`src/rtl/muldiv_pkg.sv`:
```
// Shared types and helpers for the RV32M multiply/divide sequencer.
`ifndef MULDIV_PKG_SV
`define MULDIV_PKG_SV
package muldiv_pkg;

   localparam int unsigned MD_ITER       = 32;
   localparam logic [6:0]  FUNCT7_MULDIV = 7'b0000001;

   typedef enum logic [2:0] {
      MD_MUL    = 3'b000,
      MD_MULH   = 3'b001,
      MD_MULHSU = 3'b010,
      MD_MULHU  = 3'b011,
      MD_DIV    = 3'b100,
      MD_DIVU   = 3'b101,
      MD_REM    = 3'b110,
      MD_REMU   = 3'b111
   } mdop_t;

   typedef enum logic [1:0] {
      ST_IDLE,
      ST_CALC,
      ST_FIX,
      ST_DONE
   } mdstate_t;

   function automatic logic is_div_f(input mdop_t op);
      return op inside {MD_DIV, MD_DIVU, MD_REM, MD_REMU};
   endfunction

   function automatic logic op_signed_a_f(input mdop_t op);
      return op inside {MD_MULH, MD_MULHSU, MD_DIV, MD_REM};
   endfunction

   function automatic logic op_signed_b_f(input mdop_t op);
      return op inside {MD_MULH, MD_DIV, MD_REM};
   endfunction

endpackage
`endif

```
`src/rtl/ex_muldiv_seq.sv`:
```
// EX-stage RV32M sequencer: iterative shift-add multiply / restoring divide
// sharing one 64-bit accumulator, with stall and one-cycle result pulse.
module ex_muldiv_seq
   import muldiv_pkg::*;
#(
   parameter int unsigned XLEN = 32
) (
   input  logic            clk,
   input  logic            rst_n,
   input  logic            start_i,
   input  logic [2:0]      funct3_i,
   input  logic [XLEN-1:0] opr_a_i,
   input  logic [XLEN-1:0] opr_b_i,
   input  logic [4:0]      rd_i,
   input  logic            flush_i,
   output logic            stall_o,
   output logic            out_valid_o,
   output logic [XLEN-1:0] result_o,
   output logic [4:0]      rd_o
);

   mdstate_t          state_q, state_d;
   logic [4:0]        cnt_q, cnt_d;
   mdop_t             op_q, op_d;
   logic [4:0]        rd_q, rd_d;
   logic [2*XLEN-1:0] acc_q, acc_d;
   logic [XLEN-1:0]   dvs_q, dvs_d;
   logic              neg_q, neg_d;
   logic [XLEN-1:0]   res_q, res_d;

   mdop_t             op_in;
   logic              a_neg, b_neg, div_zero, div_ovf;
   logic [XLEN-1:0]   a_mag, b_mag;
   logic [XLEN:0]     msum, rsh, rdiff;
   logic [2*XLEN-1:0] mul_next, div_next, prod;

   always_comb begin
      op_in    = mdop_t'(funct3_i);
      a_neg    = op_signed_a_f(op_in) && opr_a_i[XLEN-1];
      b_neg    = op_signed_b_f(op_in) && opr_b_i[XLEN-1];
      a_mag    = a_neg ? ('0 - opr_a_i) : opr_a_i;
      b_mag    = b_neg ? ('0 - opr_b_i) : opr_b_i;
      div_zero = is_div_f(op_in) && (opr_b_i == '0);
      div_ovf  = (op_in inside {MD_DIV, MD_REM}) &&
                 (opr_a_i == {1'b1, {(XLEN-1){1'b0}}}) && (opr_b_i == '1);
   end

   // acc holds {partial product, remaining multiplier} or {remainder, dividend/quotient}
   always_comb begin
      msum     = {1'b0, acc_q[2*XLEN-1:XLEN]} + {1'b0, dvs_q};
      mul_next = acc_q[0] ? {msum, acc_q[XLEN-1:1]} : {1'b0, acc_q[2*XLEN-1:1]};
      rsh      = {acc_q[2*XLEN-1:XLEN], acc_q[XLEN-1]};
      rdiff    = rsh - {1'b0, dvs_q};
      div_next = (rsh >= {1'b0, dvs_q}) ? {rdiff[XLEN-1:0], acc_q[XLEN-2:0], 1'b1}
                                        : {rsh[XLEN-1:0], acc_q[XLEN-2:0], 1'b0};
      prod     = neg_q ? ('0 - acc_q) : acc_q;
   end

   always_comb begin
      state_d = state_q;
      cnt_d   = cnt_q;
      op_d    = op_q;
      rd_d    = rd_q;
      acc_d   = acc_q;
      dvs_d   = dvs_q;
      neg_d   = neg_q;
      res_d   = res_q;
      unique case (state_q)
         ST_IDLE: begin
            if (start_i && !flush_i) begin
               op_d  = op_in;
               rd_d  = rd_i;
               cnt_d = '0;
               if (div_zero) begin
                  res_d   = (op_in inside {MD_DIV, MD_DIVU}) ? '1 : opr_a_i;
                  state_d = ST_DONE;
               end else if (div_ovf) begin
                  res_d   = (op_in == MD_DIV) ? {1'b1, {(XLEN-1){1'b0}}} : '0;
                  state_d = ST_DONE;
               end else begin
                  dvs_d   = is_div_f(op_in) ? b_mag : a_mag;
                  acc_d   = {{XLEN{1'b0}}, (is_div_f(op_in) ? a_mag : b_mag)};
                  neg_d   = (op_in inside {MD_REM, MD_REMU}) ? a_neg : (a_neg ^ b_neg);
                  state_d = ST_CALC;
               end
            end
         end
         ST_CALC: begin
            if (flush_i) begin
               state_d = ST_IDLE;
            end else begin
               acc_d = is_div_f(op_q) ? div_next : mul_next;
               cnt_d = cnt_q + 5'd1;
               if (cnt_q == 5'(MD_ITER - 1)) state_d = ST_FIX;
            end
         end
         ST_FIX: begin
            if (flush_i) begin
               state_d = ST_IDLE;
            end else begin
               unique case (op_q)
                  MD_MUL:                       res_d = prod[XLEN-1:0];
                  MD_MULH, MD_MULHSU, MD_MULHU: res_d = prod[2*XLEN-1:XLEN];
                  MD_DIV, MD_DIVU:              res_d = neg_q ? ('0 - acc_q[XLEN-1:0]) : acc_q[XLEN-1:0];
                  default:                      res_d = neg_q ? ('0 - acc_q[2*XLEN-1:XLEN])
                                                               : acc_q[2*XLEN-1:XLEN];
               endcase
               state_d = ST_DONE;
            end
         end
         default: state_d = ST_IDLE;
      endcase
   end

   always_ff @(posedge clk) begin
      if (!rst_n) begin
         state_q <= ST_IDLE;
         cnt_q   <= '0;
         op_q    <= MD_MUL;
         rd_q    <= '0;
         acc_q   <= '0;
         dvs_q   <= '0;
         neg_q   <= 1'b0;
         res_q   <= '0;
      end else begin
         state_q <= state_d;
         cnt_q   <= cnt_d;
         op_q    <= op_d;
         rd_q    <= rd_d;
         acc_q   <= acc_d;
         dvs_q   <= dvs_d;
         neg_q   <= neg_d;
         res_q   <= res_d;
      end
   end

   assign stall_o     = rst_n && (((state_q == ST_IDLE) && start_i && !flush_i) ||
                                  (state_q == ST_CALC) || (state_q == ST_FIX));
   assign out_valid_o = rst_n && (state_q == ST_DONE) && !flush_i;
   assign result_o    = res_q;
   assign rd_o        = rd_q;

endmodule
```
`config.mk`:
```
export PLATFORM = sky130hd
export DESIGN_NAME = ex_muldiv_seq
export DESIGN_NICKNAME = d
export VERILOG_FILES = /design/src/rtl/muldiv_pkg.sv /design/src/rtl/ex_muldiv_seq.sv
export SDC_FILE = /design/constraint.sdc
export NUM_CORES = 1
export LEC_CHECK = 0
export ABC_CLOCK_PERIOD_IN_PS = 3000
export CAP_MARGIN = 20
export CORE_MARGIN = 10
export CORE_UTILIZATION = 28
export DETAILED_ROUTE_END_ITERATION = 10
export SYNTH_ARGS = -nofsm -noshare
export SYNTH_HDL_FRONTEND = slang
export SYNTH_SLANG_ARGS = --single-unit
export TNS_END_PERCENT = 50
```
`constraint.sdc`:
```
create_clock -name clk -period 3 [get_ports clk]
set_input_delay 0.6 -clock clk [delete_from_list [all_inputs] [get_ports clk]]
set_output_delay 0.6 -clock clk [all_outputs]
set_load 0.01 [all_outputs]
```
* Word-level counts from Yosys, hierarchy flattened
Index checks and enable logic that the tools add are counted.
** Cells by class
- $lt $le $gt $ge :: 1
- Equality and inequality tests :: 26
- Bitwise gates (word level) :: 3
- Reductions and logical operators :: 34
- Add/sub/neg operators :: 8
- Mux-type cells :: 34
** Operators by type and width (number)
- 64-bit 2-to-1 mux :: 8
- 32-bit 2-to-1 mux :: 12
- 64-bit one-hot mux with 2 select lines :: 1
- 1-bit by 32-bit subtractor with 32-bit output, first input constant :: 4
- 32-bit one-hot mux with 3 select lines :: 1
- 32-bit equality test, second input constant :: 2
- 32-bit one-hot mux with 2 select lines :: 1
- 1-bit by 64-bit subtractor with 64-bit output, first input constant :: 1
- 32-bit by 32-bit adder with 33-bit output :: 1
- 33-bit by 32-bit >= comparator with 1-bit output :: 1
- 32-bit zero test :: 1
- 32-bit subtractor :: 1
- 3-bit equality test, second input constant :: 8
- 2-bit 2-to-1 mux :: 6
- 4-bit nonzero test :: 3
- 1-bit logical AND :: 11
- 5-bit 2-to-1 mux :: 2
- 2-bit inequality test, second input constant :: 5
- 5-bit one-hot mux with 2 select lines :: 1
- 2-bit nonzero test :: 5
- 3-bit by 2-bit equality test with 1-bit output, second input constant :: 3
- 4-bit AND reduction :: 2
- 3-bit by 1-bit equality test with 1-bit output, second input constant :: 2
- 3-bit inequality test, second input constant :: 2
- other kinds (18) :: 22
** Word-level totals
- Logic and storage cells :: 114
- Flip-flop bits (word level) :: 144
- Output and inout bits :: 39
- Input port bits :: 76

* Longest topological paths before layout
- Depth in word-level cells :: 9
- Gate-level depth with buffers :: 14
- Gate-level depth less buffers :: 13

* Least setup slack after synthesis
Ideal clock, no wire load.
- Kind :: reg-to-reg
- From :: register acc_q[31]
- To :: register acc_q[62]
- Path slack :: -102 ps
- Data required time :: 2883 ps
- Library setup time :: 117 ps
- Data arrival time :: 2984 ps
- Buffers on the path :: 0
- Clock period less this slack :: 3102 ps
- Stages on the path, launching flop included :: 14
- Cell sequence :: dfxtp_1 -> inv_1 -> ha_1 -> inv_1 -> fa_1 -> a211oi_1 -> o211ai_1 -> nand3_1 -> a21oi_1 -> o21ai_0 -> o31ai_1 -> a221oi_1 -> mux2_2 -> a32o_1
** Between the ends
- Cells in the longest elaborated chain, start to end :: 5
- Elaborated cells between the ends (all ways) :: 6
- Classes of those cells :: add/sub (1); order compare (1); mux (4)
** RTL lines
- start, declared :: RTL line ex_muldiv_seq.sv:26 : logic [2*XLEN-1:0] acc_q, acc_d;
- start signal, assigned :: RTL line ex_muldiv_seq.sv:121 : acc_q <= '0;
- start signal, assigned :: RTL line ex_muldiv_seq.sv:130 : acc_q <= acc_d;
- 32-bit subtractor or 33-bit by 32-bit >= comparator with 1-bit output (tied branches) :: RTL line ex_muldiv_seq.sv:53, ex_muldiv_seq.sv:54
- 64-bit 2-to-1 mux * :: RTL line ex_muldiv_seq.sv:54 : div_next = (rsh >= {1'b0, dvs_q}) ? {rdiff[XLEN-1:0], acc_q[XLEN-2:0], 1'b1}
- 64-bit 2-to-1 mux * :: RTL line ex_muldiv_seq.sv:92 : acc_d = is_div_f(op_q) ? div_next : mul_next;
- 64-bit 2-to-1 mux * :: RTL line ex_muldiv_seq.sv:89 : if (flush_i) begin
- 64-bit one-hot mux with 2 select lines * :: RTL line ex_muldiv_seq.sv:68 : unique case (state_q)
Every way passes the cells marked *; elsewhere a longest branch is shown, timed or not. The select of a mux whose other input is x is not followed.
A chain may end at the register's enable or synchronous reset.

* Final worst setup path
Ends and elaborated chain as after synthesis.

==> metrics.md <==
| Metric | Value |
|---|---|
| Final setup TNS | 0 ns |
| Total number of vias | around 18,000 |
| First-pass GRT wire length | just over 100 mm |
| Final worst path period share | 99.6% |
| Largest delay contributor family on the critical path | compound AO/OA/AOI/OAI gates |
| Asr flop ratio synth | 0% |
| Critical path launch point type | flip-flop |
| Hold Path Class | reg2reg |
| Hold depth | 2 |
| Leading area contributor after synthesis | dfxtp_1 |
| GP Congestion | a little under 1 |
| Die Y | 251 µm |
| First-pass detailed-route iteration total | 9 |
| Share of layout cells above drive strength 1 | 28.2% |
| Row count | 84 |
| Worst slew margin | 48.3% |
| Worst r2r path cells | 13 |
| Fin. Hold Viols | 0 |
| Syn_nets | around 2,300 |
| VDD IR-drop max | between 0.3 and 0.4 mV |
| Global-route usage over all layers | between 20% and 30% |
| Post-Route M1 WL | just under 30 mm |
| Vias in the first global route | ~17,000 |
| Synth warn | 0 |
| Critical Path RT | 3.37 ns |
| Clock root cell | clkbuf_16 |
| Max Slew Vio Count | 0 |
| Final WL | between 60 and 70 mm |
| Result of the run | finished, final reports clean |
| I/O Buffers | 114 |
| Tmin final | approximately 3 ns |
| Part of the Yosys area used for sequential elements | 19.4% |
| Largest net degree at the start of global routing | 73 |
| Area contributors post-synth | dfxtp_1 (19%), a21oi_1 (6.7%), o21ai_0 (6.3%) |
| Delay of the slowest critical-path stage | 0.37 ns |
| Remaining DRCs | 0 |
| Hold-fix buffers, CTS | 0 |
| Antenna-violating nets left | 0 |
| Total of max-cap violations | 0 |
| Tightest Pin Transition | slightly below 0.8 ns |
| Post-synthesis cell type count | between 80 and 90 |
| Final setup violation count | 0 |
| Lkg Pwr | slightly below 9 nW |
| Initial antenna violation count | 1 |
| Crit Path Category | reg2reg |
| Initial Util | roughly 28% |
| Area grow syn2layout | 46.2% |
| Highest routed layer | met4 |
| Final nets | about 2,700 |
| Width of the die | ~250 µm |
| Crit-path cells | inv_4 -> ha_4 -> inv_2 -> fa_2 -> a211oi_2 -> o211ai_1 -> nand3_1 -> a21oi_2 -> o21ai_2 -> o31ai_4 -> a221oi_2 -> mux2_4 -> a32o_1 |
| Unrepaired setup endpoints after global routing | true |
| FILL cells | roughly 5,400 |
| Met3 WL | ~5.4 mm |
| WP data arrival | between 3 and 4 ns |
| Crit path max fanout | 2 |
| Crit-path slowest cell | fa_2 |
| Area of the die | roughly 63,000 µm² |
| Worst skew pair latency | between 0.4 and 0.5 ns |
| Fmax | 335 MHz |
| Main synth FF type | dfxtp_1 |
| Post-synthesis instance total | between 2,000 and 2,500 |
| Vias/cell | about 5.6 |
| Worst Path Buf+Inv | 2 |
| Worst hold margin | approximately 0.46 ns |
| Avg WL per Cell | approximately 21 µm |
| Routed wl met2 | a little over 30 mm |
| Ant diodes | 0 |
| DR iter-0 viols | a little under 2,000 |
| Core area | ~53,000 µm² |
| CTS tree | yes |
| Longest Clk Path Bufs | 2 |
| HPWL after detailed placement | ~55 mm |
| Worst path depth | 13 |
| Clock transition at path regs | around 0.07 ns |
| Post-synth EDFFs | 0 |
| Overflow after GRT | 0 |
| H-tree depth | 4 |
| Count of clock tree sinks | between 100 and 150 |
| Synthesized flop and latch total | about 140 |
| Post-synth top area share | around 19% |
| I/O pin cnt | between 100 and 150 |
| Power Dens Cells | 337 nW/µm² |
| Mapped Avg Cell Area | roughly 7 µm² |
| Cell area after synthesis | 14,900 µm² |
| Worst setup EP type | flip-flop |
| Final Skew | 0.0106 ns |
| CTS Buf Count | 17 |
-- cell type report --
class	count	area, µm²	area share, %
well taps	688	861	3.95
clock inverters	12	155	0.712
inverters	78	295	1.36
flip-flops and latches	144	2920	13.4
repair buffers	609	5090	23.4
clock buffers	20	467	2.14
multi-input cells	1712	12000	55.1
-- cells in the mapped netlist (all sizes together) (37+ instances only) --
| cell type | count |
|---|---|
| xor2 | 69 |
| ha | 71 |
| nand3 | 43 |
| o21ai | 194 |
| mux2i | 62 |
| o31ai | 37 |
| a211oi | 39 |
| a21oi | 200 |
| clkbuf | 146 |
| inv | 76 |
| nor2 | 212 |
| dfxtp | 144 |
| xnor2 | 98 |
| nor3 | 44 |
| nand2 | 195 |
-- logic make-up after synthesis --
logic type	count (synthesis)	synth area share (%)
adders and majority gates	73	6.23
and+or+nand+nor	659	21.1
muxes	74	5.07
xor gates and xnor gates	167	9.82
buffers and inverters	248	6.48
DFF	144	19.4
AOI/OAI and AO/OA	739	32.0
-- routing by layer --
layer	track usage [%]	up-vias
met5	0	-
met4	10.6	0
met3	3.59	148
met2	32.9	836
met1	26.8	8753
li1	-	8611
-- cell usage in the layout (no fill, tap or decap), types with 26 or more instances in the layout --
cell type and instances:
nand4_1 30, xnor2_1 95, a21o_1 28, buf_4 468
a21oi_1 188, nor2_1 206, mux2i_1 59, o31ai_1 26
nand2_1 195, clkdlybuf4s50_1 106, o21ai_0 171, a31oi_1 29
inv_1 67, o211ai_1 34, nor3_1 36, a211oi_1 31
xor2_1 67, ha_1 54, dfxtp_1 127, nand3_1 39
-- tightest hold or removal path, delay by kind of cell, from the launching register on --
family          cells  cell delay, ns
flops               1            0.31
simple gates        1            0.05
compound gates      1            0.05
-- flip-flops by register name (all words and copies together), names as in the netlist --
| register | flops |
|---|---|
| op_q | 3 |
| result_o | 32 |
| rd_o | 5 |
| acc_q | 64 |
| dvs_q | 32 |
| state_q | 2 |
| cnt_q | 5 |
| neg_q | 1 |
-- path summary, 6_finish.rpt --
| path | slack [ns] | from | to |
|---|---|---|---|
| setup / recovery | 0.01 | acc_q[31] | acc_q[62] |
| setup reg to reg | 0.01 | acc_q[31] | acc_q[62] |
| hold reg to reg | 0.46 | rd_o[4] | rd_o[4] |
| hold / removal | 0.46 | rd_o[4] | rd_o[4] |
-- where the power goes --
group	total, W	switching (W)	internal, W	leakage, nW
combinational	0.00293	0.00160	0.00133	7.42
clock	0.00235	0.000976	0.00137	0.299
sequential	0.00207	0.0000886	0.00198	1.18
total	0.00735	0.00266	0.00469	8.90
-- per-stage QoR --
| step | total power (W) | instances | worst slack (ns) | utilization [%] | area [µm²] |
|---|---|---|---|---|---|
| global placement | 0.00466 | 3202 | -0.544 | 37.7 | 19800 |
| floorplan | 0.00346 | 2104 | 0.00496 | - | 14900 |
| detailed placement | 0.00468 | 3202 | -0.565 | 37.7 | 19800 |
| finish | 0.00735 | 3263 | 0.0114 | 41.4 | 21800 |
| CTS | 0.00720 | 3249 | -0.0626 | 39.9 | 21000 |
| global route | 0.00762 | 3263 | -0.160 | 41.4 | 21800 |
-- repair_timing --
item / CTS / global route
cloned: 1 / 0
endpoints found under the setup margin: 66 / 123
buffers inserted: 15 / 16
gates resized for setup: 76 / 150
endpoints found under the hold margin: 0 / 0
pin swaps: 21 / 57
(Power assumes the default switching activity.)
